$ cat src/rtl/fifo_rd_stream_pkg.sv
// Shared types and constants for the FIFO-to-stream read adapter.
// Buffer depth, occupancy type and pointer helper.
package fifo_rd_stream_pkg;

  localparam int BUF_DEPTH = 3;

  typedef logic [1:0] occ_t;

  function automatic logic [1:0] ptr_inc(input logic [1:0] p);
    return (p == 2'(BUF_DEPTH - 1)) ? 2'd0 : p + 2'd1;
  endfunction

endpackage

$ cat src/rtl/skid_buf3.sv
// Three-entry first-in first-out output buffer.
// The head entry is always presented on head_data.
module skid_buf3
  import fifo_rd_stream_pkg::*;
#(
  parameter int DATA_W = 8
) (
  input  logic              clk,
  input  logic              rst_n,
  input  logic              push,
  input  logic [DATA_W-1:0] push_data,
  input  logic              pop,
  output occ_t              occ,
  output logic [DATA_W-1:0] head_data
);

  logic [DATA_W-1:0] mem [BUF_DEPTH];
  logic [1:0]        wr_ptr;
  logic [1:0]        rd_ptr;

  always_ff @(posedge clk or negedge rst_n) begin
    if (!rst_n) begin
      occ    <= '0;
      wr_ptr <= '0;
      rd_ptr <= '0;
      for (int i = 0; i < BUF_DEPTH; i++)
        mem[i] <= '0;
    end else begin
      if (push) begin
        mem[wr_ptr] <= push_data;
        wr_ptr      <= ptr_inc(wr_ptr);
      end
      if (pop)
        rd_ptr <= ptr_inc(rd_ptr);
      unique case ({push, pop})
        2'b10:   occ <= occ + 2'd1;
        2'b01:   occ <= occ - 2'd1;
        default: occ <= occ;
      endcase
    end
  end

  assign head_data = mem[rd_ptr];

endmodule

$ cat src/rtl/fifo_rd_stream.sv
// Reads a registered-output FIFO and presents it as a packetised
// valid/ready stream, with a 3-entry buffer absorbing read latency.
module fifo_rd_stream
  import fifo_rd_stream_pkg::*;
#(
  parameter int DATA_W  = 8,
  parameter int PKT_LEN = 4
) (
  input  logic              clk,
  input  logic              rst_n,
  input  logic              enable_i,
  input  logic              fifo_empty_i,
  output logic              fifo_rd_en_o,
  input  logic [DATA_W-1:0] fifo_data_i,
  output logic              m_valid_o,
  input  logic              m_ready_i,
  output logic [DATA_W-1:0] m_data_o,
  output logic              m_last_o
);

  localparam int BW = (PKT_LEN > 1) ? $clog2(PKT_LEN) : 1;
  localparam logic [BW-1:0] LAST_BEAT = BW'(PKT_LEN - 1);

  logic          inflight;
  occ_t          occ;
  logic [2:0]    pend;
  logic [BW-1:0] beat;
  logic          hs;

  // Reserve a slot for every read whose data has not yet landed.
  assign pend = {1'b0, occ} + {2'b00, inflight};

  assign fifo_rd_en_o = rst_n & enable_i & ~fifo_empty_i
                      & (pend < 3'(BUF_DEPTH));

  assign m_valid_o = (occ != 2'd0);
  assign hs        = m_valid_o & m_ready_i;
  assign m_last_o  = m_valid_o & (beat == LAST_BEAT);

  always_ff @(posedge clk or negedge rst_n) begin
    if (!rst_n) begin
      inflight <= 1'b0;
      beat     <= '0;
    end else begin
      inflight <= fifo_rd_en_o;
      if (hs)
        beat <= (beat == LAST_BEAT) ? '0 : beat + 1'b1;
    end
  end

  skid_buf3 #(
    .DATA_W(DATA_W)
  ) u_buf (
    .clk      (clk),
    .rst_n    (rst_n),
    .push     (inflight),
    .push_data(fifo_data_i),
    .pop      (hs),
    .occ      (occ),
    .head_data(m_data_o)
  );

endmodule
$ cat config.mk
export PLATFORM = sky130hd
export DESIGN_NAME = fifo_rd_stream
export DESIGN_NICKNAME = d
export VERILOG_FILES = /design/src/rtl/fifo_rd_stream_pkg.sv /design/src/rtl/skid_buf3.sv /design/src/rtl/fifo_rd_stream.sv
export SDC_FILE = /design/constraint.sdc
export NUM_CORES = 1
export LEC_CHECK = 0
export CORE_MARGIN = 2
export CORE_UTILIZATION = 32
export DETAILED_ROUTE_END_ITERATION = 16
export DONT_BUFFER_PORTS = 1
export PLACE_DENSITY = 0.56
export SLEW_MARGIN = 20
export SYNTH_ARGS = -nofsm -noshare
export SYNTH_HDL_FRONTEND = slang
export SYNTH_SLANG_ARGS = --single-unit
$ cat constraint.sdc
create_clock -name clk -period 3.89 [get_ports clk]
set_input_delay 0.5835 -clock clk [delete_from_list [all_inputs] [get_ports clk]]
set_output_delay 0.5835 -clock clk [all_outputs]
set_load 0.01 [all_outputs]
## After elaboration in Yosys (flattened, before gate mapping)

Index checks and enable logic that the tools add are counted.

- Register bits after elaboration: 33
- Bits of input ports: 13
- Output and inout bits: 11
- Word-level logic and storage cells: 44

- Add/subtract/negate cells: 6
- Magnitude comparators: 4
- Equality and inequality tests: 5
- Multiplexer cells: 10
- Bitwise operators: 8
- Reductions and logical operators: 3

Operators by type and width:

| kind | count |
|---|---|
| bitwise mux 24 bit | 1 |
| 2-to-1 mux 8 bit | 3 |
| binary-select mux 8 bit (select 2 bit) | 1 |
| demux 8 bit (select 2 bit) | 1 |
| adder 2 x 1 -> 2 bit, second input constant | 4 |
| equality test 2 bit, second input constant | 4 |
| greater-or-equal comparator 3 bit, second input constant | 2 |
| 2-to-1 mux 2 bit | 3 |
| inverter 2 -> 3 bit | 2 |
| AND 1 bit | 5 |
| case mux 2 bit (2 select lines) | 1 |
| nonzero test 2 bit | 2 |
| adder 2 x 1 -> 3 bit | 1 |
| less-than comparator 3 x 1 -> 1 bit, second input constant | 1 |
| less-than comparator 3 x 2 -> 1 bit, second input constant | 1 |
| equality test 2 x 1 -> 1 bit, second input constant | 1 |
| subtractor 2 x 1 -> 2 bit, second input constant | 1 |
| logical AND 1 bit | 1 |
| inverter 1 bit | 1 |

## Logic depth before layout (Yosys ltp)

- Depth in word-level cells: 6
- Mapped depth: 6
- Depth with buffers taken out: 6

## By module

Synthesis repeated with hierarchy kept, for this count alone.

- Cells, all modules: 113
- Area total of the unflattened synthesis: 1,487.7 sq um

Modules (own cells, without submodules):

| module | times used | cells each | area an instance (sq um) | sequential area each (sq um) |
|---|---|---|---|---|
| skid_buf3 | 1 | 98 | 1,305.0 | 750.7 |
| fifo_rd_stream | 1 | 15 | 182.7 | 75.1 |

## Worst setup path after synthesis

No wires, ideal clock.

- Path kind: flip-flop to output port
- From: register u_buf.occ[0]
- To: output port fifo_rd_en_o
- Data arrival time: 1.644 ns
- Required time: 3.306 ns
- Setup slack: 1.662 ns
- Cell stages (with the launch flop): 4
- Cells stage by stage: dfrtp_1 -> ha_1 -> ha_1 -> a2111oi_0

- Word-level cells in the longest chain between the ends: 3

RTL lines:

| item | RTL line | text |
|---|---|---|
| start, declared | skid_buf3.sv:13 | `output occ_t occ,` |
| start signal, assigned | skid_buf3.sv:36 | `2'b10: occ <= occ + 2'd1;` |
| start signal, assigned | skid_buf3.sv:37 | `2'b01: occ <= occ - 2'd1;` |
| adder 2 x 1 -> 3 bit | fifo_rd_stream.sv:31 | `assign pend = {1'b0, occ} + {2'b00, inflight};` |
| less-than comparator 3 x 2 -> 1 bit | fifo_rd_stream.sv:34 | `& (pend < 3'(BUF_DEPTH));` |
| AND 1 bit | fifo_rd_stream.sv:34 |  |
| end, declared | fifo_rd_stream.sv:13 | `output logic fifo_rd_en_o,` |

No other way between the ends.

## Final worst setup path

Ends and elaborated chain as after synthesis.

==> results.yml <==
run_status:
  status: "completed"
layout:
  diodes: 0
  multi_input_area_sq_um: 654
  area_growth_pct: 12.6
  fillers: 450
  fin_cells: 173
  layout-drive-gt1-share: 0.311
  fin_util: 0.368
  seqCellArea_sq_um: 826
  nets: 135
route:
  drt_iter0_drc: 45
  via_per_inst: 4.97
  detailroute.via_count: 860
  route.detailed.drc: 0
  firstDrtPassIters: 4
  drt-total-wl_mm: 2.80
  detail-route-antenna-nets: 0
  wl_per_cell_microns: 16.2
logic_synthesis:
  synthTopCellsByCount: "dfrtp_1, mux2_2, nand2_1, o21ai_0"
  yosysWarnings: 0
  synthTopCellsByArea: "dfrtp_1, mux2_2, mux2_4"
  yosys.area.top_type_share: 0.545
  yosysTopAreaCell: "dfrtp_1"
  synth_seq_cells: 33
  yosysMostFrequentCell: "dfrtp_1"
  synth_edf_count: 0
  syn-num-nets: 130
  syn_inst: 113
  ys_async_sr_fraction: 1.00
  avgSynthCellArea_sq_um: 13.4
  synth_cell_types: 26
  yosysSeqAreaShare: 0.545
  synthesis.area_sq_um: 1520
  synth-main-ff-cell: "dfrtp_1"
power_and_ir_drop:
  swShare: 0.321
  powerDensity_nw_per_um2: 836
  power_frac_clock: 0.228
  leakage_uw: 0.000769
  power.share.sequential: 0.455
  combPwrFrac: 0.317
  p_switching_uw: 457
  peakVddDrop_mv: 0.240
  power.internal_uw: 969
clock_tree:
  clk_path_buf_depth: 2
  insertion_delay_ps: 280
  clk_pin_slew_ps: 70
  cts_num_sinks: 33
  cts_tree: "yes"
  numCtsBuffers: 5
  cts_root_buffer: "clkbuf_8"
  cts_resized: 0
  cts_setup_buffers: 0
  postCtsHoldBufs: 1
  h-tree-depth: 2
timing:
  fin_crit_sh: 0.675
  maxSlewHeadroom: 0.329
  fmax_mhz: 381
  tightest_slew_ps: 982
  hold_viol: 0
  finalSetupTns_ps: 0
  rsz0062_at_grt: "no"
  min_period_ps: 2630
  finalClockSkew_ps: 11.1
  drv_slew: 0
  setup_viol: 0
setup_path:
  r2r_setup_slack_ps: 1930
  path_cells: "ha_1 > ha_1 > a2111oi_0"
  r2r_end: "inflight"
  max_stage_delay_ps: 860
  r2r_start: "u_buf.occ[0]"
  cp-start-kind: "register"
  path_delay_family: "compound AO/OA/AOI/OAI gates"
  cp_slowest_cell: "a2111oi_0"
  endpoint: "fifo_rd_en_o"
  crit_top_cell: "ha_1"
  critPathMaxFanout: 5
  path_class: "register to primary output"
  crit_start: "u_buf.occ[0]"
  critPathArrivalTime_ps: 2040
  cp_data_required_time_ps: 3310
  end_kind: "primary output"
  crit_buf_inv: 0
  crit_cells: 3
  worst_r2r_path_depth: 3
floorplan:
  ios: 24
  start_util: 0.327
  coreArea_sq_um: 4630
  die_h_microns: 72.8
  rows: 25
  dieArea_sq_um: 5300
  die_w_microns: 72.8
placed_design:
  dp_hpwl_mm: 1.96
  numPortBuffers: 0
  place.gp.congestion: 0.717
  dp.cells: 163
grt:
  grt_pass1_vias: 905
  gr-total-overflow: 0
  grt_usage: 0.119
  antenna_found_initial: 0
  grt_pass1_wl_mm: 4.69
  grt_max_degree: 28
flow_run:
  max-cap-violations: 0
hold_path:
  hp-class: "input port to asynchronous set/reset pin"
-- through the flow --
step	cell area, sq um	hold WS [ps]	worst slack [ps]	power [uW]
global placement	1560	289	1570	1070
CTS	1700	1.48	1220	1440
finish	1710	117	1260	1430
floorplan	1520	288	1660	1010
global route	1710	118	1150	1530
detailed placement	1560	289	1530	1110
-- worst register-to-register path: stages (launching register included) --
cell	delay, ps
dfrtp_1	440
ha_1	210
ha_1	260
a2111oi_0	860
-- flip-flops by register name, indices dropped and copies added (netlist names) --
signal / flops
u_buf.rd_ptr: 2
u_buf.occ: 2
inflight: 1
u_buf.wr_ptr: 2
beat: 2
u_buf.mem: 24
-- cell usage in the layout (no fill, tap or decap) --
master	Yosys	final
nor3_4	1	1
and2_1	1	1
dfrtp_1	33	33
xor2_1	1	1
inv_2	1	1
mux2i_1	8	8
bufinv_16	0	1
inv_1	2	2
a2111oi_0	1	1
or3_1	1	1
nand3_1	1	1
nor3_1	2	2
clkbuf_8	0	6
nand2_1	9	9
dlygate4sd3_1	0	1
o21ai_1	1	1
o21ai_0	9	9
a21o_1	3	3
mux2_2	18	18
or2_2	1	1
nor2b_1	1	1
nor2_1	1	1
buf_12	0	1
ha_1	4	4
clkbuf_1	1	1
mux2_4	8	8
xnor2_1	2	2
-- power by group through the flow --
stage	clock network (uW)	logic, uW	registers (uW)
2_1_floorplan	0	415	595
3_3_place_gp	0	431	643
3_5_place_dp	0	453	657
4_1_cts	331	462	650
5_1_grt	346	507	677
6_report	325	452	649
-- kinds of logic after synthesis --
| group | count (synthesis) | synth area share |
|---|---|---|
| AO/OA/AOI/OAI | 14 | 0.0537 |
| multiplexers | 34 | 0.266 |
| adder cells (fa/ha/maj) | 4 | 0.0330 |
| flip-flops | 33 | 0.545 |
| buffers and inverters | 7 | 0.0231 |
| AND/OR/NAND/NOR | 18 | 0.0619 |
| XOR/XNOR | 3 | 0.0173 |
-- layout make-up --
| cell class | count | share of cell area |
|---|---|---|
| inverter | 3 | 0.00660 |
| sequential | 33 | 0.484 |
| timing repair buffer | 2 | 0.0176 |
| clock buffer | 7 | 0.0506 |
| clock inverter | 1 | 0.0176 |
| multi-input combinational | 73 | 0.384 |
| tap | 54 | 0.0396 |
-- worst min path at each step --
stage / start / endpoint / slack [ps] / cells past startpoint
6_report: rst_n / u_buf.mem[8] / 120 / 1
5_1_grt: rst_n / u_buf.mem[8] / 120 / 1
4_1_cts: rst_n / u_buf.mem[9] / 1 / 0
3_5_place_dp: rst_n / u_buf.mem[0] / 290 / 0
3_3_place_gp: rst_n / u_buf.mem[0] / 290 / 0
2_1_floorplan: rst_n / beat[0] / 290 / 0
-- layer usage --
metal,up-vias,track usage,share of wire,wire [microns]
met1,425,0.147,0.42,1170
met3,2,0.0497,0.079,221
met5,-,0,0,0
met2,28,0.200,0.50,1400
li1,405,-,-,-
met4,0,0.0185,0.0029,8
Power figures use the tool's default switching activity.
